==> config.mk <==
export PLATFORM = sky130hd
export DESIGN_NAME = freq_gate_ctrl
export DESIGN_NICKNAME = d
export VERILOG_FILES = /design/src/rtl/freq_gate_ctrl.sv
export SDC_FILE = /design/constraint.sdc
export NUM_CORES = 1
export LEC_CHECK = 0
export BUFFER_PORTS_ARGS = -buffer_cell sky130_fd_sc_hd__buf_2
export CAP_MARGIN = 30
export CORE_MARGIN = 1
export CORE_UTILIZATION = 45
export CTS_CLUSTER_DIAMETER = 30
export DETAILED_ROUTE_END_ITERATION = 7
export GPL_ROUTABILITY_DRIVEN = 1
export MAX_ROUTING_LAYER = met4
export PLACE_DENSITY_LB_ADDON = 0.05
export RECOVER_POWER = 100
export SETUP_SLACK_MARGIN = 0.1
export SKIP_CTS_REPAIR_TIMING = 1
export SLEW_MARGIN = 15
export SYNTH_ARGS = -nofsm -noshare
export SYNTH_HDL_FRONTEND = slang
export SYNTH_SLANG_ARGS = --single-unit
==> constraint.sdc <==
create_clock -name clk -period 4.2 [get_ports clk]
set_input_delay 0.21 -clock clk [delete_from_list [all_inputs] [get_ports clk]]
set_output_delay 0.21 -clock clk [all_outputs]
set_load 0.005 [all_outputs]
==> src/rtl/freq_gate_ctrl.sv <==
// -----------------------------------------------------------------------------
// freq_gate_ctrl
// Sequencer for a 4-digit BCD frequency counter. Each measurement is:
//   CLEAR  (count_clear high for CLEAR_CYCLES)
//   GATE   (count_ena high for exactly gate_len cycles)
//   SETTLE (SETTLE_CYCLES idle cycles so the counter digits are static)
//   LATCH  (one cycle; digits and overflow captured at its closing edge)
// then back to IDLE, or straight into CLEAR again when auto_mode is held.
//
// Ports:
//   clk          reference time-base clock
//   rst_n        asynchronous active-low reset
//   start        one-shot measurement request, ignored while busy
//   auto_mode    1 = re-measure continuously
//   cnt3..cnt0   BCD digits from the counter
//   count_clear  counter clear, high only in CLEAR
//   count_ena    counter enable, high only in GATE
//   disp3..disp0 latched digits, held until the next latch or reset
//   overflow     latched flag: some digit read 4'hE at latch
//   done         one-cycle pulse in the cycle after each latch
//   busy         high in every state other than IDLE
//   range        (FREQ_GATE_CTRL_AUTORANGE_EN only) gate divider exponent,
//                gate_len = GATE_CYCLES / 10^range
//
// Optional feature macro: FREQ_GATE_CTRL_AUTORANGE_EN
// -----------------------------------------------------------------------------
module freq_gate_ctrl #(
   parameter int GATE_CYCLES   = 1000,
   parameter int CLEAR_CYCLES  = 1,
   parameter int SETTLE_CYCLES = 2
) (
   input  logic       clk,
   input  logic       rst_n,
   input  logic       start,
   input  logic       auto_mode,
   input  logic [3:0] cnt3,
   input  logic [3:0] cnt2,
   input  logic [3:0] cnt1,
   input  logic [3:0] cnt0,
   output logic       count_clear,
   output logic       count_ena,
   output logic [3:0] disp3,
   output logic [3:0] disp2,
   output logic [3:0] disp1,
   output logic [3:0] disp0,
   output logic       overflow,
   output logic       done,
`ifdef FREQ_GATE_CTRL_AUTORANGE_EN
   output logic       busy,
   output logic [1:0] range
`else
   output logic       busy
`endif
);

   localparam int MAX_GC = (GATE_CYCLES > CLEAR_CYCLES) ? GATE_CYCLES : CLEAR_CYCLES;
   localparam int MAX_ALL = (MAX_GC > SETTLE_CYCLES) ? MAX_GC : SETTLE_CYCLES;
   localparam int TW = $clog2(MAX_ALL) + 1;

   typedef enum logic [2:0] {
      ST_IDLE   = 3'd0,
      ST_CLEAR  = 3'd1,
      ST_GATE   = 3'd2,
      ST_SETTLE = 3'd3,
      ST_LATCH  = 3'd4
   } state_t;

   state_t        state_r;
   state_t        state_nxt_s;
   logic [TW-1:0] tcnt_r;
   logic [TW-1:0] tcnt_nxt_s;
   logic [TW-1:0] gate_len_s;
   logic          ovf_s;

   // A digit value of 4'hE is the counter's overflow marker.
   function automatic logic ovf_f(input logic [3:0] d3, input logic [3:0] d2,
                                  input logic [3:0] d1, input logic [3:0] d0);
      return (d3 == 4'hE) || (d2 == 4'hE) || (d1 == 4'hE) || (d0 == 4'hE);
   endfunction

   assign ovf_s = ovf_f(cnt3, cnt2, cnt1, cnt0);

`ifdef FREQ_GATE_CTRL_AUTORANGE_EN
   // Step up on overflow, step down when the leading digit is unused.
   function automatic logic [1:0] range_upd_f(input logic [1:0] r, input logic ovf,
                                              input logic [3:0] d3);
      logic [1:0] res;
      if (ovf && (r < 2'd2)) begin
         res = r + 2'd1;
      end else if ((d3 == 4'd0) && (r > 2'd0)) begin
         res = r - 2'd1;
      end else begin
         res = r;
      end
      return res;
   endfunction

   // Gate length shrinks by a decade per range step.
   always_comb begin
      gate_len_s = TW'(GATE_CYCLES);
      case (range)
         2'd0:    gate_len_s = TW'(GATE_CYCLES);
         2'd1:    gate_len_s = TW'(GATE_CYCLES / 10);
         2'd2:    gate_len_s = TW'(GATE_CYCLES / 100);
         default: gate_len_s = TW'(GATE_CYCLES);
      endcase
   end

   // Range register, updated only at the LATCH closing edge.
   always_ff @(posedge clk or negedge rst_n) begin
      if (!rst_n) begin
         range <= 2'd0;
      end else if (state_r == ST_LATCH) begin
         range <= range_upd_f(range, ovf_s, cnt3);
      end
   end
`else
   assign gate_len_s = TW'(GATE_CYCLES);
`endif

   // Next-state and timer logic; tcnt is loaded with (duration-1) on entry.
   always_comb begin
      state_nxt_s = state_r;
      tcnt_nxt_s  = tcnt_r;
      case (state_r)
         ST_IDLE: begin
            if (start || auto_mode) begin
               state_nxt_s = ST_CLEAR;
               tcnt_nxt_s  = TW'(CLEAR_CYCLES - 1);
            end else begin
               state_nxt_s = ST_IDLE;
               tcnt_nxt_s  = tcnt_r;
            end
         end
         ST_CLEAR: begin
            if (tcnt_r == {TW{1'b0}}) begin
               state_nxt_s = ST_GATE;
               tcnt_nxt_s  = gate_len_s - TW'(1);
            end else begin
               state_nxt_s = ST_CLEAR;
               tcnt_nxt_s  = tcnt_r - TW'(1);
            end
         end
         ST_GATE: begin
            if (tcnt_r == {TW{1'b0}}) begin
               state_nxt_s = ST_SETTLE;
               tcnt_nxt_s  = TW'(SETTLE_CYCLES - 1);
            end else begin
               state_nxt_s = ST_GATE;
               tcnt_nxt_s  = tcnt_r - TW'(1);
            end
         end
         ST_SETTLE: begin
            if (tcnt_r == {TW{1'b0}}) begin
               state_nxt_s = ST_LATCH;
               tcnt_nxt_s  = {TW{1'b0}};
            end else begin
               state_nxt_s = ST_SETTLE;
               tcnt_nxt_s  = tcnt_r - TW'(1);
            end
         end
         ST_LATCH: begin
            // auto_mode is only consulted here, so dropping it mid-measurement
            // lets the current measurement finish.
            if (auto_mode) begin
               state_nxt_s = ST_CLEAR;
               tcnt_nxt_s  = TW'(CLEAR_CYCLES - 1);
            end else begin
               state_nxt_s = ST_IDLE;
               tcnt_nxt_s  = {TW{1'b0}};
            end
         end
         default: begin
            state_nxt_s = ST_IDLE;
            tcnt_nxt_s  = {TW{1'b0}};
         end
      endcase
   end

   // State register with outputs registered from the next state, so they
   // line up exactly with the state they describe.
   always_ff @(posedge clk or negedge rst_n) begin
      if (!rst_n) begin
         state_r     <= ST_IDLE;
         tcnt_r      <= {TW{1'b0}};
         count_clear <= 1'b0;
         count_ena   <= 1'b0;
         busy        <= 1'b0;
         done        <= 1'b0;
      end else begin
         state_r     <= state_nxt_s;
         tcnt_r      <= tcnt_nxt_s;
         count_clear <= (state_nxt_s == ST_CLEAR);
         count_ena   <= (state_nxt_s == ST_GATE);
         busy        <= (state_nxt_s != ST_IDLE);
         done        <= (state_r == ST_LATCH);
      end
   end

   // Display and overflow capture at the LATCH closing edge; held otherwise.
   always_ff @(posedge clk or negedge rst_n) begin
      if (!rst_n) begin
         disp3    <= 4'd0;
         disp2    <= 4'd0;
         disp1    <= 4'd0;
         disp0    <= 4'd0;
         overflow <= 1'b0;
      end else if (state_r == ST_LATCH) begin
         disp3    <= cnt3;
         disp2    <= cnt2;
         disp1    <= cnt1;
         disp0    <= cnt0;
         overflow <= ovf_s;
      end
   end

endmodule

# ---- Yosys cells after proc, flatten, opt, wreduce, memory -nomap -nowiden
# Cells that the tools add are included.
dict set report op_classes {
  addsub 1
  n_eq_ne 11
  mux 11
  n_reduce_logical 7
}
# cell n
set ops {}
lappend ops {{11-bit 2-to-1 mux} 4}
lappend ops {{11-bit case mux with 4 select lines} 1}
lappend ops {{4-bit equality test, second input constant} 4}
lappend ops {{3-bit case mux with 5 select lines} 1}
lappend ops {{11-bit zero test} 1}
lappend ops {{11-bit by 1-bit subtractor with 11-bit output, second input constant} 1}
lappend ops {{3-bit by 2-bit equality test with 1-bit output, second input constant} 3}
lappend ops {{3-bit by 1-bit equality test with 1-bit output, second input constant} 2}
lappend ops {{1-bit logical OR} 4}
lappend ops {{3-bit equality test, second input constant} 1}
lappend ops {{3-bit zero test} 1}
lappend ops {{1-bit 2-to-1 mux} 3}
lappend ops {{3-bit 2-to-1 mux} 1}
lappend ops {{3-bit nonzero test} 1}
lappend ops {{2-bit 2-to-1 mux} 1}
lappend ops {{2-bit != test, second input constant} 1}
dict set report word_totals {
  reg_bits 35
  inputBits 20
  out_inout_bits 21
  wordCells 41
}

# ---- Logic depth before layout (Yosys ltp)
# Gate-level depths: netlist (run 1).
dict set report logic_depth {
  depth_word 4
  depth_mapped 7
  ltp_nobuf 6
}

# ---- Worst setup path before layout (run 1)
# Ideal clock, no wire load.
dict set report synth_timing {
  path_type {reg-to-reg}
  startpoint {reg tcnt_r[0]}
  endpoint {reg tcnt_r[5]}
  setup_ns 0.126
  arrival_time_ns 1.582
  path_slack_ns 2.492
  path_stages_with_launch 8
  path_buffers 1
  period_less_slack_ns 1.708
  path_cell_list {dfrtp_1 -> inv_1 -> ha_1 -> nor4b_2 -> buf_2 -> nand4_1 -> and2_1 -> a221o_1}
}
dict set report synth_between {
  elab_chain_len 3
  elab_cells_between_ends 6
  classes_between {1 x add/sub; 4 x mux; 1 x reduce/logical}
}
# item line_no
set synth_rtl {}
lappend synth_rtl {{from (decl)} 70} ;# logic [TW-1:0] tcnt_r;
lappend synth_rtl {{from (signal assigned)} 185} ;# tcnt_r <= {TW{1'b0}};
lappend synth_rtl {{from (signal assigned)} 192} ;# tcnt_r <= tcnt_nxt_s;
lappend synth_rtl {{11-bit by 1-bit subtractor with 11-bit output / 11-bit zero test (equally long branches)} -}
lappend synth_rtl {{11-bit 2-to-1 mux, on equally long branches} {154, 136, 145}}
lappend synth_rtl {{11-bit case mux with 4 select lines (*)} 125} ;# case (state_r)
# Every way passes the cells marked *; elsewhere a longest branch is shown, timed or not.
# A chain may end at the register's enable or synchronous reset.

# ---- Worst setup path in the final report (run 1)
dict set report layout_timing {
  startpoint {reg tcnt_r[0]}
  endpoint {reg tcnt_r[2]}
}
# Same word-level chain as after synthesis.

==> results of run 1 <==
## per-stage QoR
stage,hold WS (ps),std cells,cell area (sq um)
6_report,172,243,2010
5_1_grt,162,243,2010
4_1_cts,29.6,243,2040
3_5_place_dp,341,235,1960
3_3_place_gp,325,235,1960
2_1_floorplan,-85.6,155,1750
## tightest hold or removal path: stages
cell	delay (ps)
buf_2	100
nand2_1	40
o21ai_0	70
## kinds of logic (layout without fill, tap and decap cells)
group                      Yosys count  after routing
DFF                                 35             35
buffers and inverters               13             53
xor gates and xnor gates             2              2
adders and majority gates            2              2
AOI/OAI and AO/OA                   30             30
muxes                               19             19
and+or+nand+nor                     54             54
## how the worst max path moves through the flow
| stage | startpoint | endpoint | slack [ps] | depth (start not counted) |
|---|---|---|---|---|
| 2_1_floorplan | tcnt_r[0] | tcnt_r[5] | 2490 | 7 |
| 3_3_place_gp | tcnt_r[0] | state_r[0] | 1960 | 6 |
| 3_5_place_dp | tcnt_r[0] | tcnt_r[2] | 1960 | 6 |
| 4_1_cts | tcnt_r[0] | tcnt_r[2] | 1940 | 6 |
| 5_1_grt | tcnt_r[0] | tcnt_r[2] | 920 | 6 |
| 6_report | tcnt_r[0] | tcnt_r[2] | 1190 | 5 |
## cells in the mapped netlist (2+ instances only)
master / number
o22ai_1: 2
nor3_4: 2
nand4b_1: 5
a22o_1: 2
clkbuf_1: 2
nand4_1: 6
mux2_2: 16
inv_1: 5
nor3b_1: 2
buf_4: 3
a211oi_1: 2
o21ai_0: 4
buf_2: 2
mux2i_1: 3
ha_1: 2
nand2_1: 9
dfrtp_1: 35
or2_2: 2
a21oi_1: 7
nand3_1: 5
nor2_1: 12
a31oi_1: 4
## routing by layer
metal / routed length (microns) / up-vias / track usage [%]
li1: - / 656 / -
met1: 1640 / 675 / 22.6
met2: 1690 / 43 / 31.3
met3: 193 / 7 / 6.07
met4: 47 / 0 / 7.50
met5: 0 / - / -
## power by group through the flow
stage / logic [mW] / clock network [mW] / registers (mW)
6_report: 0.0205 / 0.233 / 0.339
5_1_grt: 0.0236 / 0.255 / 0.339
4_1_cts: 0.0215 / 0.241 / 0.339
3_5_place_dp: 0.0215 / 0 / 0.346
3_3_place_gp: 0.0207 / 0 / 0.346
2_1_floorplan: 0.00338 / 0 / 0.346
## layout make-up
class	count	area share [%]
inverters	5	0.932
clock buffers	7	3.79
clock inverters	1	0.249
multi-input cells	107	39.0
flip-flops and latches	35	43.5
repair buffers	40	9.57
well taps	48	2.98
## registers in the layout, indices dropped and copies added, names as in the netlist
| register | flops |
|---|---|
| disp2 | 4 |
| count_clear | 1 |
| disp3 | 4 |
| disp0 | 4 |
| done | 1 |
| state_r | 3 |
| busy | 1 |
| count_ena | 1 |
| tcnt_r | 11 |
| overflow | 1 |
| disp1 | 4 |
==> out/metrics.csv, run 1 <==
metric;value;unit
die_h;64.3;microns
synth_area_leaders;dfrtp_1 50%, mux2_2 10%, nor2_1 2.6%;
grt_antenna_before_repair;0;
setup-tns-final;0;ps
route.detailed.drc;0;
cp_data_arrival_time;3180;ps
grt_pass1_vias;1251;
cp_data_required_time;4370;ps
path_max_fanout;11;
grt_max_degree;36;
r2r_cells;5;
layout.cells.most_common;dfrtp_1;
rsz0062_at_grt;false;
cts.sinks;35;
synth_xor_area_share;1.00;%
pwr-share-seq;57.2;%
synthAdderAreaFrac;1.43;%
synth_area;1750;sq um
synth_edf_count;0;
grt_pass1_wl;5.87;mm
min_delay_worst_endpoint;busy;
hold_start;auto_mode;
slew-limit-headroom;-54.3;%
synth_area_per_cell;11.3;sq um
synthArstFlopShare;100;%
pwr-share-clk;39.3;%
p_leak;0.939;nW
power.share.combinational;3.5;%
criticalPathCategory;reg -> reg;
ant_nets;0;
p_total;0.593;mW
yosys.area_share.simple;20.1;%
r2r_end;tcnt_r[2];
numCtsBuffers;5;
slew_violations;82;
syn-instance-count;155;
seq_area_frac_synth;50.1;%
synth_top_area_share;50.1;%
p_int;0.463;mW
totalWireLength;3.56;mm
grtUsageTotal;19.4;%
maxCapViolCount;4;
syn_nets;177;
multiInputGateArea;785;sq um
h-tree-depth;2;
drive_gt1_share;31.8;%
swShare;21.9;%
switchingPower;0.130;mW
finClkSkew;6.36;ps
post-route-util;54.6;%
avgViaCountPerCell;5.68;
reg2reg_from;tcnt_r[0];
final_cell_mix;35 x dfrtp_1, 34 x buf_2, 16 x mux2_2;
holdPathStages;3;
io_pins;41;
slowest_stage;nor4b_1;
cts_max_path_buffers;2;
routabilityCongestion;0.854;
synth_top_family_by_area;simple AND/OR/NAND/NOR gates;
antenna_cells;0;
min_period;3010;ps
root_buffer;clkbuf_8;
fmax;332;MHz
synth.mux.area_fraction;12.0;%
vias;1381;
ys.flop_type;dfrtp_1;
dr.pass1.iters;4;
nNetsFinal;216;
fp-row-count;22;
yosysTopAreaCell;dfrtp_1;
yosysUniqueCellTypes;45;
hpwl;2.49;mm
synth_compound_area_share;11.6;%
tightest_slew;2300;ps
grt_overflow;0;
hold_viol_final;0;
worstSkewPairLatency;290;ps
regArea;876;sq um
pre_cts_ws;1960;ps
die_w;64.3;microns
status;finished with violations;
fillers;339;
startpoint_type;register;
finalSetupViolations;0;
cp_cell_sequence;inv_1, ha_1, nor4b_1, nand3_1, o311ai_0;
crit_path_end_kind;register;
slowest_delay;1250;ps
drt_iter0_markers;58;
path_clk_slew;70;ps
reg2reg_slack;1190;ps
cts_tree;yes;
setup_slack;1190;ps
wl_per_cell;14.7;microns
area_delta_synth_final;15.3;%
period_share;71.8;%
path_buf_inv;1;
critPathTopFamily;simple AND/OR/NAND/NOR gates;
power_density;294;nW/um^2
core;3690;sq um
ys_seq_elements;35;
violations;max-capacitance violations, max-slew violations;
hp-class;in -> reg;
ir_drop;0.133;mV
design.die.area;4130;sq um
initial_core_util;47.4;%
port_buffers;40;
synth_warnings;0;
(Power assumes the default switching activity.)
==> inputs of run 2 (changes only) <==
ABC_AREA = 1   (was default)
clock period = 2.6 ns   (was 4.2 ns; I/O delays follow)
==> out/metrics.csv, run 2 <==
metric;value;unit
status;finished, final reports clean;
min_period;1950;ps
hold_start;cnt3[3];
finClkSkew;3.58;ps
fin_area;2140;sq um
numCtsBuffers;5;
die_h;66.2;microns
layout.cells.most_common;nand2_1;
slowest_stage;o21ai_0;
cts.sinks;35;
place_inst;312;
synth.mux.area_fraction;0;%
synth_top_family_by_area;simple AND/OR/NAND/NOR gates;
startpoint_type;register;
cp_data_required_time;2820;ps
synth_most_common_cell;nand2_1;
crit_path_end_kind;register;
cp-startpoint;tcnt_r[0];
antenna_cells;0;
cts_tree;yes;
synthAdderAreaFrac;1.35;%
grtUsageTotal;20.1;%
ant_nets;0;
grt_pass1_wl;6.35;mm
hp-class;in -> reg;
routabilityCongestion;0.861;
path_max_fanout;7;
design.die.area;4390;sq um
synth_area_per_cell;8.18;sq um
stdcell_count;321;
ys_seq_elements;35;
largest_reg_flops;11;
reg2reg_from;tcnt_r[0];
finalSetupViolations;0;
wl_per_cell;11.9;microns
maxCapViolCount;0;
ys.flop_type;dfrtp_1;
synth_common_cells;87 x nand2_1, 35 x dfrtp_1, 22 x inv_1;
die_w;66.2;microns
grt_overflow;0;
synth_area_leaders;dfrtp_1 47%, nand2_1 18%, inv_1 4.4%;
top_register;tcnt_r;
nNetsFinal;294;
seq_area_frac_synth;47.2;%
cp_cell_sequence;inv_1, ha_1, inv_1, nor2_1, nand2_1, nor2_1, o21ai_0, o21ai_0, nand2_1;
final_cell_mix;89 x nand2_1, 35 x dfrtp_1, 30 x buf_2;
criticalPathCategory;reg -> reg;
worstSkewPairLatency;280;ps
ir_drop;0.233;mV
hold_viol_final;0;
rsz0062_at_grt;false;
io_pins;41;
grt_antenna_before_repair;0;
drt_iter0_markers;117;
yosysTopAreaCell;dfrtp_1;
p_leak;1.05;nW
setup-tns-final;0;ps
place_area;2090;sq um
synth_warnings;0;
hpwl;2.80;mm
route.detailed.drc;0;
slowest_delay;630;ps
synth_area;1860;sq um
avgViaCountPerCell;4.84;
tightest_slew;803;ps
vias;1555;
drive_gt1_share;19.8;%
synth_compound_area_share;6.87;%
slew-limit-headroom;45.9;%
slew_violations;0;
root_buffer;clkbuf_8;
totalWireLength;3.81;mm
synth_top_area_share;47.2;%
synthArstFlopShare;100;%
post-route-util;56.2;%
port_buffers;40;
period_share;75.2;%
yosys.area_share.simple;35.8;%
synth_xor_area_share;1.89;%
p_total;1.01;mW
synth_edf_count;0;
initial_core_util;48.9;%
cp_data_arrival_time;2170;ps
syn_nets;249;
syn-instance-count;227;
power_density;472;nW/um^2
yosysUniqueCellTypes;27;
h-tree-depth;2;
grt_max_degree;36;
dr.pass1.iters;4;
fmax;512;MHz
cts_max_path_buffers;2;
path_clk_slew;70;ps
area_delta_synth_final;15.0;%
grt_pass1_vias;1389;
core;3800;sq um
fp-row-count;22;
[run 2: changes by cell type in the layout (fill, tap and decap cells not counted), sizes merged, moves of 5 or more]
cell	previous run	this run
nand3	5	18
a21oi	7	1
mux2	16	0
inv	5	26
nor2	12	21
o21ai	4	16
nand2	9	91
nand4b	5	0
clkbuf	13	18
[run 2: metrics by stage]
stage / hold slack [ps] / worst slack (ps)
after floorplan: -166 / 1140
after global placement: 257 / 1000
after detailed placement: 253 / 955
after CTS: -63.6 / 944
after global routing: 56.4 / 414
final: 60.9 / 645
[run 2: path summary, 6_finish.rpt]
check	end	slack, ps	depth (start not counted)
max in group asynchronous	disp0[1]	1650	2
setup reg to reg	tcnt_r[1]	650	9
min in group asynchronous	disp3[3]	460	2
hold / removal	disp3[3]	60	3
setup / recovery	tcnt_r[1]	650	9
hold reg to reg	disp2[3]	470	2
[run 2: cells by family (layout without fill, tap and decap cells)]
kind of cell / after synthesis / in the layout
adder cells (fa/ha/maj): 2 / 2
buffers and inverters: 29 / 75
AO/OA/AOI/OAI: 19 / 19
XOR/XNOR: 4 / 4
AND/OR/NAND/NOR: 138 / 138
flip-flops: 35 / 35
[run 2: final cells by class]
| cell class | count | area, sq um |
|---|---|---|
| clock buffer | 8 | 100 |
| fill | 373 | 1660 |
| inverter | 26 | 97.6 |
| multi-input combinational | 163 | 805 |
| sequential | 35 | 876 |
| tap | 48 | 60.1 |
| timing repair buffer | 41 | 198 |
[run 2: critical path: cells and delay by family, from the launching register on]
kind / cells / cell delay [ps]
AOI/OAI and AO/OA: 2 / 830
adders and majority gates: 1 / 210
buffers and inverters: 2 / 160
DFF: 1 / 390
and+or+nand+nor: 4 / 290
[run 2: metal layers]
layer  vias to the layer above  global-route usage, %  routed length (microns)
li1                        801                      -                        -
met1                       703                   24.7                     1770
met2                        45                   31.8                     1740
met3                         6                   5.17                      241
met4                         0                   7.98                       55
met5                         -                      -                        0
[run 2: where the power goes]
part / internal (mW) / total, mW / switching, mW
registers: 0.544 / 0.544 / 0
logic: 0.0129 / 0.0339 / 0.0210
clock network: 0.242 / 0.430 / 0.188
total: 0.799 / 1.01 / 0.209
